`src/rtl/spi_point_tx.sv`:
```
// SPI master that serialises one {x,y} display point per 32-bit word, MSB first,
// and captures the word returned on sdi. sclk idles low; data is set up on the low phase.
module spi_point_tx #(
  parameter int CLK_DIV   = 4,
  parameter int WORD_BITS = 32
) (
  input  logic                 clk,
  input  logic                 reset,
  input  logic                 start,
  input  logic [9:0]           xpt,
  input  logic [9:0]           ypt,
  input  logic                 sdi,
  output logic                 sclk,
  output logic                 sdo,
  output logic                 busy,
  output logic                 done,
  output logic [WORD_BITS-1:0] rx_data
);

  localparam int         CNT_W    = $clog2(WORD_BITS);
  localparam logic [7:0] DIV_LAST = 8'(CLK_DIV - 1);

  typedef enum logic [1:0] {IDLE, LOW, HIGH, DONE} state_t;

  state_t               state, state_n;
  logic [WORD_BITS-1:0] shreg, shreg_n;
  logic [WORD_BITS-1:0] rx_sh, rx_sh_n;
  logic [CNT_W-1:0]     bit_cnt, bit_cnt_n;
  logic [7:0]           div_cnt, div_cnt_n;

  always_comb begin
    state_n   = state;
    shreg_n   = shreg;
    rx_sh_n   = rx_sh;
    bit_cnt_n = bit_cnt;
    div_cnt_n = div_cnt;
    case (state)
      IDLE: begin
        if (start) begin
          shreg_n   = WORD_BITS'({6'b0, xpt, 6'b0, ypt});
          bit_cnt_n = CNT_W'(WORD_BITS - 1);
          div_cnt_n = 8'd0;
          state_n   = LOW;
        end
      end
      LOW: begin
        if (div_cnt == DIV_LAST) begin
          div_cnt_n = 8'd0;
          state_n   = HIGH;
        end else begin
          div_cnt_n = div_cnt + 8'd1;
        end
      end
      HIGH: begin
        if (div_cnt == DIV_LAST) begin
          div_cnt_n = 8'd0;
          // sdi is taken at the very end of the high phase, i.e. just before the fall
          rx_sh_n   = {rx_sh[WORD_BITS-2:0], sdi};
          if (bit_cnt == '0) begin
            state_n = DONE;
          end else begin
            shreg_n   = {shreg[WORD_BITS-2:0], 1'b0};
            bit_cnt_n = bit_cnt - CNT_W'(1);
            state_n   = LOW;
          end
        end else begin
          div_cnt_n = div_cnt + 8'd1;
        end
      end
      DONE:    state_n = IDLE;
      default: state_n = IDLE;
    endcase
  end

  // Outputs are registered from the next state so they line up with the state they describe.
  always_ff @(posedge clk) begin
    if (reset) begin
      state   <= IDLE;
      shreg   <= '0;
      rx_sh   <= '0;
      bit_cnt <= '0;
      div_cnt <= 8'd0;
      sclk    <= 1'b0;
      sdo     <= 1'b0;
      busy    <= 1'b0;
      done    <= 1'b0;
      rx_data <= '0;
    end else begin
      state   <= state_n;
      shreg   <= shreg_n;
      rx_sh   <= rx_sh_n;
      bit_cnt <= bit_cnt_n;
      div_cnt <= div_cnt_n;
      sclk    <= (state_n == HIGH);
      // shreg only moves on HIGH->LOW, so sdo cannot change while sclk is high
      sdo     <= (state_n == LOW || state_n == HIGH) ? shreg_n[WORD_BITS-1] : 1'b0;
      busy    <= (state_n != IDLE);
      done    <= (state_n == DONE);
      if (state_n == DONE) rx_data <= rx_sh_n;
    end
  end

endmodule

```
`config.mk`:
```
export PLATFORM = sky130hd
export DESIGN_NAME = spi_point_tx
export DESIGN_NICKNAME = d
export VERILOG_FILES = /design/src/rtl/spi_point_tx.sv
export SDC_FILE = /design/constraint.sdc
export NUM_CORES = 1
export LEC_CHECK = 0
export CORE_ASPECT_RATIO = 0.9
export CORE_MARGIN = 5
export CORE_UTILIZATION = 58
export DETAILED_ROUTE_END_ITERATION = 8
export GPL_TIMING_DRIVEN = 0
export PLACE_DENSITY_LB_ADDON = 0.2
export SYNTH_ARGS = -nofsm -noshare
export SYNTH_HDL_FRONTEND = slang
export SYNTH_SLANG_ARGS = --single-unit
```
`constraint.sdc`:
```
create_clock -name clk -period 3.3 [get_ports clk]
set_input_delay 0.495 -clock clk [delete_from_list [all_inputs] [get_ports clk]]
set_output_delay 0.495 -clock clk [all_outputs]
set_load 0.005 [all_outputs]
```
==> flow_summary.yaml, run 1 <==
synthesis:
  synth_compound_area_share_pct: 13.8
  synth_top_cells_by_count: "115 x dfxtp_1, 70 x nand2_1, 49 x nor2_1"
  synth.most_common_cell: "dfxtp_1"
  synth_enable_flop_cells: 0
  synth.distinct_cells: 43
  syn_area_per_cell_sq_um: 9.75
  ys_warn_count: 0
  synthAdderAreaFrac_pct: 1.58
  synth-seq-cells: 115
  yosys.area_share.simple_pct: 20.1
  yosys-top-cells-area: "dfxtp_1 48%, mux2_4 9.5%, a221oi_2 5.7%, nand2_1 5.5%, nor2b_1 4.5%"
  postSynth.asyncResetShare_pct: 0
  ys_seq_area_share_pct: 48.4
  synth_area_leader_cell: "dfxtp_1"
  synth_xor_area_share_pct: 1.47
  syn_area_sq_mm: 0.00476
  ys.flop_type: "dfxtp_1"
  synthMuxAreaShare_pct: 10.4
  syn-num-nets: 518
  synth_cells: 488
  synth_top_area_share_pct: 48.4
  synth_top_family_by_area: "simple AND/OR/NAND/NOR gates"
clocking:
  cts-root-buf: "clkbuf_8"
  cts_hold_buffers: 0
  clockBufferDepth: 2
  cts_tree: "done"
  clkLatencyLatePin_ns: 0.51
  cts.repair.resized: 0
  cts_setup_buffers: 0
  h-tree-depth: 4
  clkSlewWorstSetupHoldPaths_ns: 0.06
  cts_sinks: 115
  numCtsBuffers: 17
job:
  drv_cap: 0
worst_setup_path:
  worst_path_largest_cell_delay_ns: 0.53
  crit_type: "reg2reg"
  required_ns: 3.69
  r2r_start: "div_cnt[0]"
  startpoint_type: "flip-flop"
  crit_chain: "ha_1 -> or4b_1 -> o211ai_1 -> and3_1 -> nand2b_1 -> buf_2 -> buf_6 -> mux2_4"
  cp_max_fo: 10
  critPathLaunch: "div_cnt[0]"
  cp-end-kind: "flip-flop"
  crit_arrival_ns: 3.05
  critical_path.slowest_cell: "or4b_1"
power_and_ir_drop:
  powerDensity_mw_per_mm2: 583
  p_total_mw: 3.53
  p_leak_nw: 2.34
  peakVddDrop_uv: 364
detailed_routing:
  dr.pass1.iters: 6
  wirelength_microns: 10200
  drtIter0Drc: 225
  post-route-drc-count: 0
  vias: 3734
  vias_per_cell: 5.52
  ant_nets: 0
  drt-wirelength-per-cell_microns: 15.1
timing:
  hold_violations: 0
  slew_headroom_pct: 53.8
  rsz0062_at_grt: "no"
  slew_violations: 0
  finalCriticalPeriod_ns: 2.66
  finalSetupViolations: 0
  fmax_ghz: 0.376
  final.setup.tns_ns: 0
  tightest_slew_ns: 0.692
  setup_ws_ns: 0.639
  period_share_pct: 80.6
  fin_skew_ns: 0.00802
global_route:
  track_usage_pct: 20.9
  grt_pass1_vias: 3674
  grt_first_pass_wirelength_microns: 17000
  overflow: 0
  grt_max_degree: 17
  antenna_found_initial: 0
die:
  die_x_microns: 105
  die-height_microns: 95.9
  core-area_sq_mm: 0.00803
  dieArea_sq_mm: 0.0101
  rows: 31
  boundaryPins: 60
  floorplan.initialDensity_pct: 59.2
finish:
  fillerInstances: 542
  fin_cells: 677
  area_delta_synth_final_pct: 27.4
  final_net_count: 595
  drive_above_1_share_pct: 16.4
  n_antenna_cell: 0
worst_hold_path:
  worstHoldStart: "rx_sh[4]"
  hold_path.class: "reg2reg"
placed_design:
  gp_congestion: 0.755
  dp.cells: 645
  port_buffers: 58
  dp_hpwl_microns: 6830
  dp_slack_ns: 0.606
outcome:
  run_status: "complete, no violations"
## metal layers
| layer | track usage [%] | share of wire, % |
|---|---|---|
| met5 | 0 | 0 |
| met2 | 33.5 | 46 |
| met4 | 8.63 | 1.6 |
| met3 | 5.37 | 5.1 |
| met1 | 27.0 | 47 |
## cells by family (layout without fill, tap and decap cells)
family          Yosys count  in the layout
xor+xnor                  8              8
fa+ha+maj                 6              6
flops                   115            115
mux                      34             34
compound gates           82             82
buf+inv                  43            133
simple gates            200            200
## worst max-delay path: cells and delay by family (launching register included)
family | cells | cell delay (ns)
simple gates | 3 | 0.95
buf+inv | 2 | 0.39
flops | 1 | 0.38
compound gates | 1 | 0.24
fa+ha+maj | 1 | 0.26
mux | 1 | 0.31
## through the flow
stage	util [%]	hold WS, ns	area (sq um)
floorplan	-	0.440	4760
global placement	68.0	0.457	5460
detailed placement	68.0	0.466	5460
CTS	75.4	0.477	6060
global route	75.4	0.499	6060
finish	75.4	0.474	6060
## registers in the layout (all words and copies together) (netlist names)
name     cells
state        2
sclk         1
div_cnt      8
done         1
rx_data     32
busy         1
rx_sh       32
shreg       32
sdo          1
bit_cnt      5
## final cells by class
| cell class | instances | area (sq um) | share of cell area [%] |
|---|---|---|---|
| multi-input combinational | 330 | 2250 | 37.2 |
| clock buffer | 18 | 428 | 7.06 |
| timing repair buffer | 58 | 581 | 9.58 |
| sequential | 115 | 2300 | 38.0 |
| buffer | 35 | 170 | 2.81 |
| inverter | 8 | 30.0 | 0.496 |
| tap | 99 | 124 | 2.05 |
| clock inverter | 14 | 169 | 2.79 |
## worst paths after layout
check                end  slack (ns)  cells past startpoint
max          rx_data[15]        0.64                      8
min             rx_sh[5]        0.47                      2
max reg2reg  rx_data[15]        0.64                      8
min reg2reg     rx_sh[5]        0.47                      2
## layout by cell type (no fill, tap or decap), drive strengths merged, types with 10 or more instances in the layout
cell / count
inv: 14
a221oi: 20
buf: 10
mux2: 34
clkdlybuf4s50: 58
clkbuf: 43
nor2b: 34
a21oi: 39
dfxtp: 115
nor3: 23
nand2: 71
a22oi: 12
nor2: 49
## where the power goes
part	switching, mW	internal, mW
clock	0.699	1.12
combinational	0.146	0.112
sequential	0.0291	1.43
Power figures use the tool's default switching activity.
==> inputs of run 2 (changes only) <==
--- a/config.mk
+++ b/config.mk
@@ -7,7 +7,7 @@
 export LEC_CHECK = 0
 export CORE_ASPECT_RATIO = 0.9
 export CORE_MARGIN = 5
-export CORE_UTILIZATION = 58
+export CORE_UTILIZATION = 55
 export DETAILED_ROUTE_END_ITERATION = 8
 export GPL_TIMING_DRIVEN = 0
 export PLACE_DENSITY_LB_ADDON = 0.2
==> constraint.sdc (replaced) <==
create_clock -name clk -period 2.55 [get_ports clk]
set_input_delay 0.3825 -clock clk [delete_from_list [all_inputs] [get_ports clk]]
set_output_delay 0.3825 -clock clk [all_outputs]
set_load 0.005 [all_outputs]
==> run 2 against run 1 <==
Non-clock buffer count increased by 1. Die area up 4.9%. Hold slack lost 0.12 ns. Global-route usage shrank 0.78 points. Sequential power is 29% higher. Maximum frequency is 8.2% higher. Via count shrank 0.70%. Cell area is 1.4% higher. Clock power is 31% higher. Routed wire length up 1.1%. First-iteration DRC count is 16% lower.
==> flow_summary.yaml, run 2 (synthesis results as in run 1) <==
finish:
  n_antenna_cell: 0
  drive_above_1_share_pct: 17.8
  layout_common_cells: "113 x dfxtp_1, 70 x nand2_1, 58 x clkdlybuf4s50_1"
  postLayoutCoreUtil_pct: 72.4
  fin_cells: 698
  layout_commonest_cell: "dfxtp_1"
  final_net_count: 596
  area_delta_synth_final_pct: 29.2
  reg_top3: "rx_data x32, rx_sh x32, shreg x32"
power_and_ir_drop:
  switching_share_pct: 23.6
  pwr-share-clk_pct: 51.7
  power_frac_comb_pct: 7.4
  powerDensity_mw_per_mm2: 750
  p_leak_nw: 2.36
  peakVddDrop_uv: 537
  cellInternalPower_mw: 3.52
  p_sw_mw: 1.09
  p_seq_share_pct: 40.9
worst_setup_path:
  path_common_cell: "inv_1"
  critical_path.slowest_cell: "dfxtp_1"
  cp_max_fo: 10
  startpoint_type: "flip-flop"
  required_ns: 2.95
  worst_path_largest_cell_delay_ns: 0.32
  r2r_slack_ns: 0.09
  crit_chain: "inv_1 -> ha_1 -> clkbuf_1 -> mux2_2 -> inv_1 -> a222oi_1 -> buf_4 -> nand2b_1 -> clkbuf_4 -> buf_8 -> mux2_4"
  crit_type: "reg2reg"
  crit_arrival_ns: 2.86
  rr_worst_depth: 11
  cp-end-kind: "flip-flop"
global_route:
  grt_pass1_vias: 3645
  overflow: 0
  grt_first_pass_wirelength_microns: 17200
  track_usage_pct: 20.1
  antenna_found_initial: 0
  grt_max_degree: 17
timing:
  slew_violations: 0
  fmax_ghz: 0.407
  period_share_pct: 96.5
  finalCriticalPeriod_ns: 2.46
  slew_headroom_pct: 54.2
  hold_violations: 0
  finalSetupViolations: 0
  tightest_slew_ns: 0.688
  fin_skew_ns: 0.0100
  whs_ns: 0.350
detailed_routing:
  post-route-drc-count: 0
  ant_nets: 0
  drtIter0Drc: 190
  vias: 3708
  dr.pass1.iters: 5
  wirelength_microns: 10300
  drt-wirelength-per-cell_microns: 14.8
  vias_per_cell: 5.31
die:
  floorplan.initialDensity_pct: 56.0
  die_x_microns: 108
  dieArea_sq_mm: 0.0106
  die-height_microns: 98.2
  rows: 32
  boundaryPins: 60
  core-area_sq_mm: 0.00849
placed_design:
  port_buffers: 58
  dp_hpwl_microns: 6780
  dp.cells: 665
  gp_congestion: 0.804
clocking:
  clkSlewWorstSetupHoldPaths_ns: 0.06
  cts-root-buf: "clkbuf_8"
  cts_tree: "done"
  cts_sinks: 115
  h-tree-depth: 4
  clockBufferDepth: 2
  numCtsBuffers: 17
  clkLatencyLatePin_ns: 0.51
  cts_hold_buffers: 0
job:
  drv_cap: 0
worst_hold_path:
  worstHoldPathCells: 2
  hold_path.class: "in2reg"
outcome:
  run_status: "complete, no violations"
==> run 2: changes by cell type in the layout (fill, tap and decap cells not counted), sizes merged <==
| cell | before | now |
|---|---|---|
| inv | 14 | 9 |
| clkinvlp | 0 | 2 |
| buf | 10 | 9 |
| clkinv | 6 | 8 |
| bufinv | 2 | 3 |
| clkbuf | 43 | 45 |
==> run 2: cell type report <==
| class | count | area, sq um |
|---|---|---|
| Buffer | 35 | 185 |
| Multi-Input combinational cell | 330 | 2280 |
| Clock inverter | 14 | 180 |
| Sequential cell | 115 | 2300 |
| Tap cell | 119 | 149 |
| Fill cell | 631 | 2340 |
| Inverter | 8 | 30.0 |
| Clock buffer | 18 | 428 |
| Timing Repair Buffer | 59 | 588 |
==> run 2: stage by stage <==
stage / power, mW / worst slack (ns) / instance area [sq um] / setup TNS (ns)
2_1_floorplan: 2.15 / 0.275 / 4760 / 0
3_3_place_gp: 2.24 / -0.00805 / 5490 / -0.0614
3_5_place_dp: 2.25 / -0.0293 / 5490 / -0.609
4_1_cts: 4.62 / -0.0125 / 6100 / -0.0558
5_1_grt: 4.76 / -0.0392 / 6140 / -0.743
6_report: 4.61 / 0.0902 / 6140 / 0
==> run 2: final timing paths <==
| kind | start | endpoint |
|---|---|---|
| worst max register to register | state[0] | rx_data[17] |
| worst min register to register | rx_sh[2] | rx_sh[3] |
| worst max-delay path | state[0] | rx_data[17] |
| worst min-delay path | reset | rx_sh[0] |
==> run 2: routing by layer <==
layer	routed length [microns]	share of wire, %	GRT usage [%]	vias to the layer above
met3	481	4.6	4.82	14
li1	-	-	-	1832
met5	0	0	0	-
met4	166	1.6	7.77	0
met2	4970	48	31.9	111
met1	4730	46	26.4	1751
==> run 2: timing repair <==
action,4_1_cts,5_1_grt
setup endpoints to repair,30,64
cloned,0,0
resized for setup,2,10
setup buffers,0,1
pin swaps,0,2
==> run 2: critical path: cells and delay by family (launching register included) <==
family / cells / cell delay, ns
DFF: 1 / 0.32
and+or+nand+nor: 1 / 0.05
muxes: 2 / 0.54
AOI/OAI and AO/OA: 1 / 0.27
buffers and inverters: 6 / 1.01
adders and majority gates: 1 / 0.15
==> run 2: power by group through the flow <==
stage,logic [mW],clock network [mW],registers (mW)
3_5_place_dp,0.326,0,1.92
3_3_place_gp,0.318,0,1.92
6_report,0.341,2.38,1.89
2_1_floorplan,0.230,0,1.91
4_1_cts,0.330,2.40,1.88
5_1_grt,0.375,2.50,1.89
